==> config.mk <==
export PLATFORM = sky130hd
export DESIGN_NAME = agnus_dma_arbiter
export DESIGN_NICKNAME = d
export VERILOG_FILES = /design/src/rtl/agnus_pkg.sv /design/src/rtl/agnus_rr_pick.sv /design/src/rtl/agnus_dma_arbiter.sv
export SDC_FILE = /design/constraint.sdc
export NUM_CORES = 1
export LEC_CHECK = 0
export CORE_AREA = 10 10 106 108
export CTS_BUF_LIST = sky130_fd_sc_hd__clkbuf_8
export CTS_CLUSTER_DIAMETER = 100
export DETAILED_ROUTE_END_ITERATION = 12
export DIE_AREA = 0 0 116 118
export DONT_BUFFER_PORTS = 1
export GPL_TIMING_DRIVEN = 1
export PLACE_DENSITY = 0.35
export SYNTH_ARGS = -nofsm -noshare
export SYNTH_HDL_FRONTEND = slang
export SYNTH_SLANG_ARGS = --single-unit
==> constraint.sdc <==
create_clock -name clk -period 2.11 [get_ports clk]
set_input_delay 0.1055 -clock clk [delete_from_list [all_inputs] [get_ports clk]]
set_output_delay 0.1055 -clock clk [all_outputs]
set_load 0.01 [all_outputs]
==> src/rtl/agnus_pkg.sv <==
// agnus_pkg: shared Agnus DMA channel numbering and a lowest-set-bit helper.
package agnus_pkg;

    typedef enum int {
        CH_DSK = 0,
        CH_REF = 1,
        CH_AUD = 2,
        CH_BPL = 3,
        CH_SPR = 4,
        CH_COP = 5,
        CH_BLT = 6,
        CH_NUM = 7
    } agnus_ch_e;

    localparam int MAX_CH = 16;

    // Isolates the lowest set bit (highest priority) as a one-hot vector.
    function automatic logic [MAX_CH-1:0] lowest_bit(input logic [MAX_CH-1:0] v);
        return v & (~v + 16'd1);
    endfunction

endpackage

==> src/rtl/agnus_rr_pick.sv <==
// agnus_rr_pick: one-hot round-robin winner, first eligible at or after ptr, wrapping.
module agnus_rr_pick
    import agnus_pkg::*;
#(
    parameter int N  = 8,
    parameter int IW = 3
) (
    input  logic [N-1:0]  elig_i,
    input  logic [IW-1:0] ptr_i,
    output logic [N-1:0]  win_o
);

    logic [N-1:0] hi_v;

    // elig_i holds only group channels, so falling back to the lowest one wraps within the group.
    always_comb begin
        hi_v = '0;
        for (int i = 0; i < N; i++) hi_v[i] = elig_i[i] && (i >= int'(ptr_i));
        win_o = (|hi_v) ? N'(lowest_bit(MAX_CH'(hi_v))) : N'(lowest_bit(MAX_CH'(elig_i)));
    end

endmodule

==> src/rtl/agnus_dma_arbiter.sv <==
// agnus_dma_arbiter: fixed-priority chip-bus DMA arbiter with optional round-robin tail
// group and a CPU-starvation throttle that masks selected channels.
module agnus_dma_arbiter
    import agnus_pkg::*;
#(
    parameter int             NCH      = 8,
    parameter int             AW       = 20,
    parameter int             RW       = 8,
    parameter int             RR_N     = 0,
    parameter logic [NCH-1:0] THR_MASK = NCH'(8'h80),
    parameter int             BLS_MAX  = 3,
    parameter int             CW       = 2
) (
    input  logic                     clk,
    input  logic                     reset,
    input  logic                     clk7_en,
    input  logic                     cck,
    input  logic [NCH-1:0]           req,
    input  logic [NCH-1:0]           ch_we,
    input  logic [NCH*AW-1:0]        ch_addr,
    input  logic [NCH*RW-1:0]        ch_reg,
    input  logic [RW-1:0]            cpu_reg,
    input  logic                     bls,
    input  logic                     nasty,
    output logic [NCH-1:0]           ack,
    output logic [$clog2(NCH)-1:0]   grant_idx,
    output logic [AW-1:0]            address_out,
    output logic [RW-1:0]            reg_address_out,
    output logic                     dbr,
    output logic                     dbwe,
    output logic                     cpu_custom,
    output logic                     throttled
);

    localparam int             IW       = $clog2(NCH);
    localparam int             FN       = NCH - RR_N;
    localparam logic [NCH-1:0] FIX_MASK = NCH'((32'd1 << FN) - 32'd1);

    logic [CW-1:0]  bls_cnt_q, bls_cnt_d;
    logic [NCH-1:0] elig, fix_oh, grp_oh;
    logic [RW-1:0]  ch_reg_sel;

    assign throttled = (bls_cnt_q == CW'(BLS_MAX));
    // Gating with reset keeps the bus released while reset is held, without waiting for a clock.
    assign elig      = req & ~(THR_MASK & {NCH{throttled}}) & {NCH{~reset}};
    assign fix_oh    = NCH'(lowest_bit(MAX_CH'(elig & FIX_MASK)));
    assign ack       = (|fix_oh) ? fix_oh : grp_oh;

    generate
        if (RR_N > 1) begin : g_rr
            logic [IW-1:0] rr_ptr_q, rr_ptr_d;
            agnus_rr_pick #(
                .N  (NCH),
                .IW (IW)
            ) u_pick (
                .elig_i (elig & ~FIX_MASK),
                .ptr_i  (rr_ptr_q),
                .win_o  (grp_oh)
            );
            assign rr_ptr_d = (int'(grant_idx) == NCH - 1) ? IW'(FN) : grant_idx + 1'b1;
            always_ff @(posedge clk or posedge reset) begin
                if (reset) rr_ptr_q <= IW'(FN);
                else if (clk7_en && !(|fix_oh) && (|grp_oh)) rr_ptr_q <= rr_ptr_d;
            end
        end else begin : g_fix
            assign grp_oh = NCH'(lowest_bit(MAX_CH'(elig & ~FIX_MASK)));
        end
    endgenerate

    always_comb begin
        grant_idx   = '0;
        address_out = '0;
        ch_reg_sel  = '0;
        for (int i = 0; i < NCH; i++) begin
            if (ack[i]) begin
                grant_idx   = IW'(i);
                address_out = address_out | ch_addr[i*AW +: AW];
                ch_reg_sel  = ch_reg_sel | ch_reg[i*RW +: RW];
            end
        end
    end

    assign dbr             = |ack;
    assign dbwe            = |(ack & ch_we);
    assign cpu_custom      = ~dbr;
    assign reg_address_out = dbr ? ch_reg_sel : cpu_reg;

    // A clear request wins over an increment; the count saturates rather than wrapping.
    assign bls_cnt_d = (!bls || nasty) ? '0 : throttled ? bls_cnt_q : bls_cnt_q + 1'b1;

    always_ff @(posedge clk or posedge reset) begin
        if (reset) bls_cnt_q <= '0;
        else if (clk7_en && !cck) bls_cnt_q <= bls_cnt_d;
    end

endmodule

==> Word-level counts from Yosys, hierarchy flattened <==
Cells that the tools add are included.
{ "totals": {"ff_bits": 2, "in_bits": 254, "wordCells": 62} }
{ "op_classes": {"addsub": 2, "n_eq_ne": 2, "muxes": 27, "bitwise_logic": 22, "reduce_logical": 8} }
{ "op_table": {"columns": ["cell", "count"], "rows": [
  ["20-bit 2-to-1 mux", 8],
  ["20-bit OR", 7],
  ["8-bit 2-to-1 mux", 10],
  ["8-bit OR", 7],
  ["8-bit bitwise AND", 4],
  ["8-bit OR reduction", 3],
  ["8-bit NOT", 2],
  ["3-bit 2-to-1 mux", 4],
  ["8-bit by 1-bit adder with 8-bit output, second input constant", 1],
  ["2-bit 2-to-1 mux", 4],
  ["2-bit by 1-bit adder with 2-bit output, second input constant", 1],
  ["2-bit equality test, second input constant", 1],
  ["1-bit logical NOT", 2],
  ["2-bit by 1-bit != test with 1-bit output, second input constant", 1],
  ["1-bit NOT", 2],
  ["2-bit AND reduction", 1],
  ["1-bit logical AND", 1],
  ["1-bit logical OR", 1],
  ["1-bit 2-to-1 mux", 1]
]} }

==> Depth between registers and ports, before layout <==
Gate-level depths: netlist of the first run.
{ "depth": {"depth_word": 25, "depth_mapped": 7, "ltp_nobuf": 5} }

==> Worst setup path after synthesis of the first run <==
Ideal clock, no wire load.
{ "synth_timing": {"kind": "reg2out", "start": "register bls_cnt_q[0]", "end": "output port address_out[10]", "t_arrival_ps": 1712, "required_ps": 2004, "setup_slack_ps": 292, "path_stages_with_launch": 8, "path_buffers": 2, "path_cell_list": "dfrtp_1 -> ha_1 -> nor3b_2 -> and3_1 -> buf_2 -> buf_2 -> nand2_1 -> nand3_1"} }
{ "synth_via": {"elab_cells_between_ends": 24} }
{ "synth_lines": {"columns": ["item", "line_no", "text"], "rows": [
  ["start, declared", "agnus_dma_arbiter.sv:39", "logic [CW-1:0] bls_cnt_q, bls_cnt_d;"],
  ["start signal, assigned", "agnus_dma_arbiter.sv:93", "else if (clk7_en && !cck) bls_cnt_q <= bls_cnt_d;"],
  ["2-bit equality test (*)", "agnus_dma_arbiter.sv:43", "assign throttled = (bls_cnt_q == CW'(BLS_MAX));"],
  ["net throttled", "agnus_dma_arbiter.sv:32", "output logic throttled"],
  ["8-bit NOT (*)", "agnus_dma_arbiter.sv:45", "assign elig = req & ~(THR_MASK & {NCH{throttled}}) & {NCH{~reset}};"],
  ["8-bit bitwise AND (*) (2 in a row)", "agnus_dma_arbiter.sv:45", null],
  ["8-bit NOT", "agnus_pkg.sv:19", "return v & (~v + 16'd1);"],
  ["8-bit by 1-bit adder with 8-bit output", "agnus_pkg.sv:19", null],
  ["8-bit bitwise AND (*)", "agnus_pkg.sv:19", null],
  ["8-bit OR reduction", "agnus_dma_arbiter.sv:47", "assign ack = (|fix_oh) ? fix_oh : grp_oh;"],
  ["8-bit 2-to-1 mux (*)", "agnus_dma_arbiter.sv:47", null],
  ["net ack[7]", "agnus_dma_arbiter.sv:25", "output logic [NCH-1:0] ack,"],
  ["20-bit 2-to-1 mux (*)", "agnus_dma_arbiter.sv:75", "if (ack[i]) begin"],
  ["end, declared", "agnus_dma_arbiter.sv:27", "output logic [AW-1:0] address_out,"]
]} }
The timed path passes the listed nets; every way through them passes the cells marked *.

==> Worst setup path in the final report of the first run <==
{ "layout_timing": {"start": "register bls_cnt_q[0]", "end": "output port grant_idx[0]"} }
{ "layout_via": {"elab_chain_cells": 16} }
{ "layout_rtl": {"columns": ["item", "line_no", "text"], "rows": [
  ["2-bit equality test (*)", "agnus_dma_arbiter.sv:43", null],
  ["net throttled", "agnus_dma_arbiter.sv:32", null],
  ["8-bit NOT (*)", "agnus_dma_arbiter.sv:45", null],
  ["8-bit bitwise AND (*) (2 in a row)", "agnus_dma_arbiter.sv:45", null],
  ["8-bit NOT", "agnus_pkg.sv:19", null],
  ["8-bit by 1-bit adder with 8-bit output", "agnus_pkg.sv:19", null],
  ["8-bit bitwise AND (*)", "agnus_pkg.sv:19", null],
  ["8-bit OR reduction", "agnus_dma_arbiter.sv:47", null],
  ["8-bit 2-to-1 mux (*)", "agnus_dma_arbiter.sv:47", null],
  ["1-bit 2-to-1 mux", "agnus_dma_arbiter.sv:75", null],
  ["2-bit 2-to-1 mux (2 in a row)", "agnus_dma_arbiter.sv:75", null],
  ["3-bit 2-to-1 mux (3 in a row)", "agnus_dma_arbiter.sv:75", null],
  ["3-bit 2-to-1 mux (*)", "agnus_dma_arbiter.sv:75", null],
  ["end, declared", "agnus_dma_arbiter.sv:26", "output logic [$clog2(NCH)-1:0] grant_idx,"]
]} }
Marks and branches as above.

==> results.cfg, run 1 <==
[run_status]
status = finished clean

[clock_network]
cts_sinks = 2
cts.clk_slew.worst_paths_ps = 30
root_buffer = clkbuf_8
htreeDepth = 1
numCtsBuffers = 3
clk_path_buf_depth = 2
worstSkewPairLatency_ps = 210
cts_tree = built

[floorplanning]
die_w_microns = 116
start_util_pct = 22.9
die_area_sq_um = 13700
row_count = 35
coreArea_sq_um = 9110
ios = 297
die_h_microns = 118

[setup_path]
worstPathRequired_ps = 2000
critPathLaunchType = flip-flop
cp_cell_sequence = ha_1 > nor3b_2 > and3_1 > buf_12 > or4_1
path_class = reg2out
cp-end-kind = primary output
slowest_delay_ps = 560
slowest_stage = or4_1
cp.arrival_ps = 1930
cp_max_fo = 24

[power]
pwr-share-clk_pct = 30.7
seq_power_share_pct = 9.1
power_per_cell_area_nw_per_um2 = 215
p_sw_share_pct = 37.8
irDropWorstVdd_mv = 0.153
intPower_mw = 0.301
p_sw_mw = 0.183
p_comb_share_pct = 60.2
p_leak_nw = 0.750

[synthesis]
netlist_instances = 321
async_flop_share_pct = 100
netlist_area_sq_um = 2080
synth_edf_count = 0
seq_area_frac_synth_pct = 2.40
syn_nets = 576
synth_seq_cells = 2
syn_area_per_cell_sq_um = 6.49
synthFlopType = dfrtp_1
ys_warn_count = 0
synth_cell_types = 34

[sta]
setup_viol = 0
post-route-min-period_ps = 2040
timing.final.hold_violations = 0
finalCritPeriodShare_pct = 96.5
slew-limit-headroom_pct = 51.4
rsz0062_at_grt = false
fmax_mhz = 491
tightest_slew_ps = 725
slew_viol_final = 0
tns_ps = 0
fin_skew_ps = 2.00

[grt]
grt_pass1_wl_microns = 18700
first_global_vias = 3000
grt_antenna_before_repair = 0
grt_overflow = 0
grt_start_max_net_pins = 65
grtUsageTotal_pct = 17.4

[placed_design]
dpl-instance-area_sq_um = 2190
gp_congestion = 0.753
dp_hpwl_microns = 10900
io_buffers = 0

[detailed_routing]
routedWlPerCell_microns = 32.2
vias = 2813
ant_nets = 0
drt-vias-per-instance = 6.81
drtIter0Drc = 211
drc = 0
first_pass_iters = 5
totalWireLength_microns = 13300

[cells_and_area]
top_register = bls_cnt_q
finalInstanceArea_sq_um = 2250
largest_reg_flops = 2
nets = 559
syn_to_final_growth_pct = 8.10
diodes = 0
final_cell_mix = 66 x nand2_1, 31 x nand3b_1, 30 x a22o_1
final_common_cell = nand2_1
drive_above_1_share_pct = 10.6
fillers = 1039
top_regs = bls_cnt_q: 2 flops

[run]
max-cap-violations = 0

[hold_path]
hold_class = in2reg
==> timing repair <==
action                                 in CTS  in global routing
hold buffers                                1                  0
endpoints found under the hold margin       2                  0
gates resized for setup                     0                  0
setup endpoints to repair                   0                  1
setup buffers                               0                  1
==> critical path: cells and delay by family, from the launching register on <==
family                   cells  cell delay (ps)
AND/OR/NAND/NOR              3              870
flip-flops                   1              350
adder cells (fa/ha/maj)      1              330
buffers and inverters        1              160
==> Yosys cell counts, types with 2 or more instances <==
cell	n	area (sq um)
clkbuf_1	20	75.1
nand3b_1	31	233
nand2_1	66	248
buf_6	2	22.5
nor2_2	2	12.5
a32o_1	8	80.1
a21oi_1	29	145
inv_1	2	7.51
and3_1	4	25.0
buf_4	3	22.5
a22oi_1	29	218
a22o_1	30	263
buf_2	14	70.1
a221oi_1	29	254
nor2b_1	3	18.8
or4_1	2	15.0
dfrtp_1	2	50.1
nand3_1	21	105
nand4_1	8	50.1
or4_4	2	22.5
==> power by group through the flow <==
stage / clock network, mW / logic [mW] / registers [mW]
2_1_floorplan: 0 / 0.277 / 0.0440
3_3_place_gp: 0 / 0.290 / 0.0441
3_5_place_dp: 0 / 0.292 / 0.0445
4_1_cts: 0.154 / 0.295 / 0.0441
5_1_grt: 0.162 / 0.323 / 0.0446
6_report: 0.149 / 0.292 / 0.0441
==> kinds of logic (layout without fill, tap and decap cells) <==
group | Yosys count | in the layout | synth area share, %
compound gates | 126 | 126 | 46.5
flops | 2 | 2 | 2.40
fa+ha+maj | 1 | 1 | 0.600
simple gates | 149 | 149 | 40.3
buf+inv | 42 | 23 | 9.66
mux | 1 | 1 | 0.540
==> worst paths after layout <==
| path | start | to | slack [ps] | cells past startpoint |
|---|---|---|---|---|
| max | bls_cnt_q[0]$_DFFE_PP0P_ | grant_idx[0] | 70 | 5 |
| min | clk7_en | bls_cnt_q[1]$_DFFE_PP0P_ | 170 | 2 |
| max reg2reg | bls_cnt_q[0]$_DFFE_PP0P_ | bls_cnt_q[0]$_DFFE_PP0P_ | 800 | 4 |
| min reg2reg | bls_cnt_q[1]$_DFFE_PP0P_ | bls_cnt_q[1]$_DFFE_PP0P_ | 520 | 1 |
| max in group asynchronous | reset | bls_cnt_q[0]$_DFFE_PP0P_ | 1750 | 2 |
| min in group asynchronous | reset | bls_cnt_q[1]$_DFFE_PP0P_ | 250 | 2 |
==> metal layers <==
metal,GRT usage (%),vias up,wire (microns)
met5,0,-,0
met4,4.85,0,303
met3,7.39,24,1890
met2,32.8,233,6880
met1,16.5,1316,4240
li1,-,1240,-
==> per-stage QoR <==
stage / power [mW] / setup slack [ps] / hold slack (ps) / utilization (%) / instances
CTS: 0.493 / 78.4 / 165 / 24.7 / 412
finish: 0.484 / 72.9 / 167 / 24.7 / 413
global route: 0.529 / 21.1 / 183 / 24.7 / 413
floorplan: 0.321 / 292 / 223 / - / 321
global placement: 0.334 / 344 / -137 / 24.1 / 408
detailed placement: 0.336 / 299 / -136 / 24.1 / 408
==> final cells by class <==
cell class                 count  area [sq um]  area share (%)
inverter                       3          11.3           0.500
sequential                     2          50.0            2.22
tap                          111           139            6.16
multi-input combinational    277          1840            81.8
timing repair buffer          17           168            7.44
clock buffer                   3          41.3            1.83
No activity file was read; power rests on OpenSTA's default activity.
==> run 2: changes to the inputs <==
- clock period: 2.11 -> 2.43 ns (I/O delays scaled with it)
==> run 2 against run 1 <==
Effect of this change: non-clock buffer count unchanged; combinational power fell by 14%; wire length is essentially flat; utilization is 0.38 points lower; critical path type unchanged; sequential power decreased by 13%; largest cell class unchanged; sequential share of layout area hardly changed; global-route usage is 0.29 points lower.
==> results.cfg, run 2 (synthesized netlist as in run 1, its figures left out) <==
[run_status]
status = finished clean

[cells_and_area]
fillers = 1029
multiInputGateArea_sq_um = 1840
layoutNonFillerInstCount = 414
final_core_util_pct = 24.4
regArea_sq_um = 50.0
final_common_cell = nand2_1
drive_above_1_share_pct = 10.6
syn_to_final_growth_pct = 6.42
nets = 559
top_register = bls_cnt_q
final_cell_mix = 66 x nand2_1, 31 x nand3b_1, 30 x a22o_1
largest_reg_flops = 2
top_regs = bls_cnt_q: 2 flops

[sta]
slew-limit-headroom_pct = 51.5
finalCritPeriodShare_pct = 92.8
tightest_slew_ps = 724
timing.final.hold_violations = 0
rsz0062_at_grt = false
tns_ps = 0
fmax_mhz = 444
fin_skew_ps = 0.567
setup_viol = 0
post-route-min-period_ps = 2250
slew_viol_final = 0

[setup_path]
cp.arrival_ps = 2130
path_class = reg2out
critPathLaunchType = flip-flop
cp-end-kind = primary output
cp_max_fo = 8
worstPathRequired_ps = 2310
reg2reg_slack_ps = 1140

[power]
power_per_cell_area_nw_per_um2 = 188
p_leak_nw = 0.742
irDropWorstVdd_mv = 0.182

[grt]
grt_overflow = 0
grt_antenna_before_repair = 1
grt_start_max_net_pins = 65
grt_pass1_wl_microns = 18500
grtUsageTotal_pct = 17.1
first_global_vias = 2992

[floorplanning]
coreArea_sq_um = 9110
die_area_sq_um = 13700
row_count = 35
die_h_microns = 118
start_util_pct = 22.9
die_w_microns = 116
ios = 297

[detailed_routing]
ant_nets = 0
drtIter0Drc = 176
first_pass_iters = 4
vias = 2795
routedWlPerCell_microns = 32.1
drc = 0
totalWireLength_microns = 13300
drt-vias-per-instance = 6.75

[clock_network]
htreeDepth = 1
clk_path_buf_depth = 2
post_cts_buffers = 0
cts_sinks = 2
root_buffer = clkbuf_8
cts_tree = built
numCtsBuffers = 3
cts.clk_slew.worst_paths_ps = 30
worstSkewPairLatency_ps = 210

[placed_design]
gp_congestion = 0.808
dp_hpwl_microns = 11000
io_buffers = 0
dp_cells = 409

[hold_path]
hold_class = in2reg

[run]
max-cap-violations = 0
[run 2: changes by cell type in the layout (fill, tap and decap cells not counted), sizes merged]
cell	before	now
diode	0	1
[run 2: per-layer routing]
metal	wire [microns]	GRT usage [%]	part of all wire, %	vias to the layer above
met2	7040	33.1	53	232
met3	1910	7.39	14	10
li1	-	-	-	1242
met4	144	3.60	1.1	0
met5	0	0	0	-
met1	4200	15.8	32	1311
[run 2: path summary, 6_finish.rpt]
path                                             to                startpoint  cells after the start
min in group asynchronous  bls_cnt_q[1]$_DFFE_PP0P_                     reset                      2
setup reg to reg           bls_cnt_q[0]$_DFFE_PP0P_  bls_cnt_q[0]$_DFFE_PP0P_                      4
hold reg to reg            bls_cnt_q[1]$_DFFE_PP0P_  bls_cnt_q[1]$_DFFE_PP0P_                      1
max in group asynchronous  bls_cnt_q[0]$_DFFE_PP0P_                     reset                      2
hold / removal             bls_cnt_q[1]$_DFFE_PP0P_                   clk7_en                      2
setup / recovery                    address_out[13]  bls_cnt_q[0]$_DFFE_PP0P_                      6
[run 2: through the flow]
step | setup slack (ps) | total power [mW] | hold slack (ps) | instance area [sq um]
2_1_floorplan | 596 | 0.279 | 239 | 2080
3_3_place_gp | 469 | 0.287 | -123 | 2160
3_5_place_dp | 420 | 0.288 | -120 | 2160
4_1_cts | 199 | 0.423 | 176 | 2220
5_1_grt | 77.6 | 0.453 | 220 | 2220
6_report | 176 | 0.416 | 179 | 2220
[run 2: repair_timing]
item                      CTS  global route
hold endpoints to repair    2             0
resized for setup           0             0
hold buffers                1             0
[run 2: area by class of cell]
class                      instances  share of cell area (%)
multi-input combinational        277                    83.1
timing repair buffer              17                    5.87
clock buffer                       3                    1.86
tap                              111                    6.26
sequential                         2                    2.26
inverter                           3                   0.508
antenna                            1                   0.113
[run 2: power by group]
part	leakage, nW	total (mW)	internal (mW)	switching [mW]
combinational	0.694	0.250	0.118	0.131
clock	0.0216	0.129	0.105	0.0240
sequential	0.0269	0.0382	0.0365	0.00164
total	0.742	0.416	0.259	0.157
[run 2: critical path, cell delays in order, from the launching register on]
cell and delay (ps):
dfrtp_1 370, ha_1 300, nor3b_2 230, and3_1 540, buf_4 280, nand2_1 70, nand3_1 120
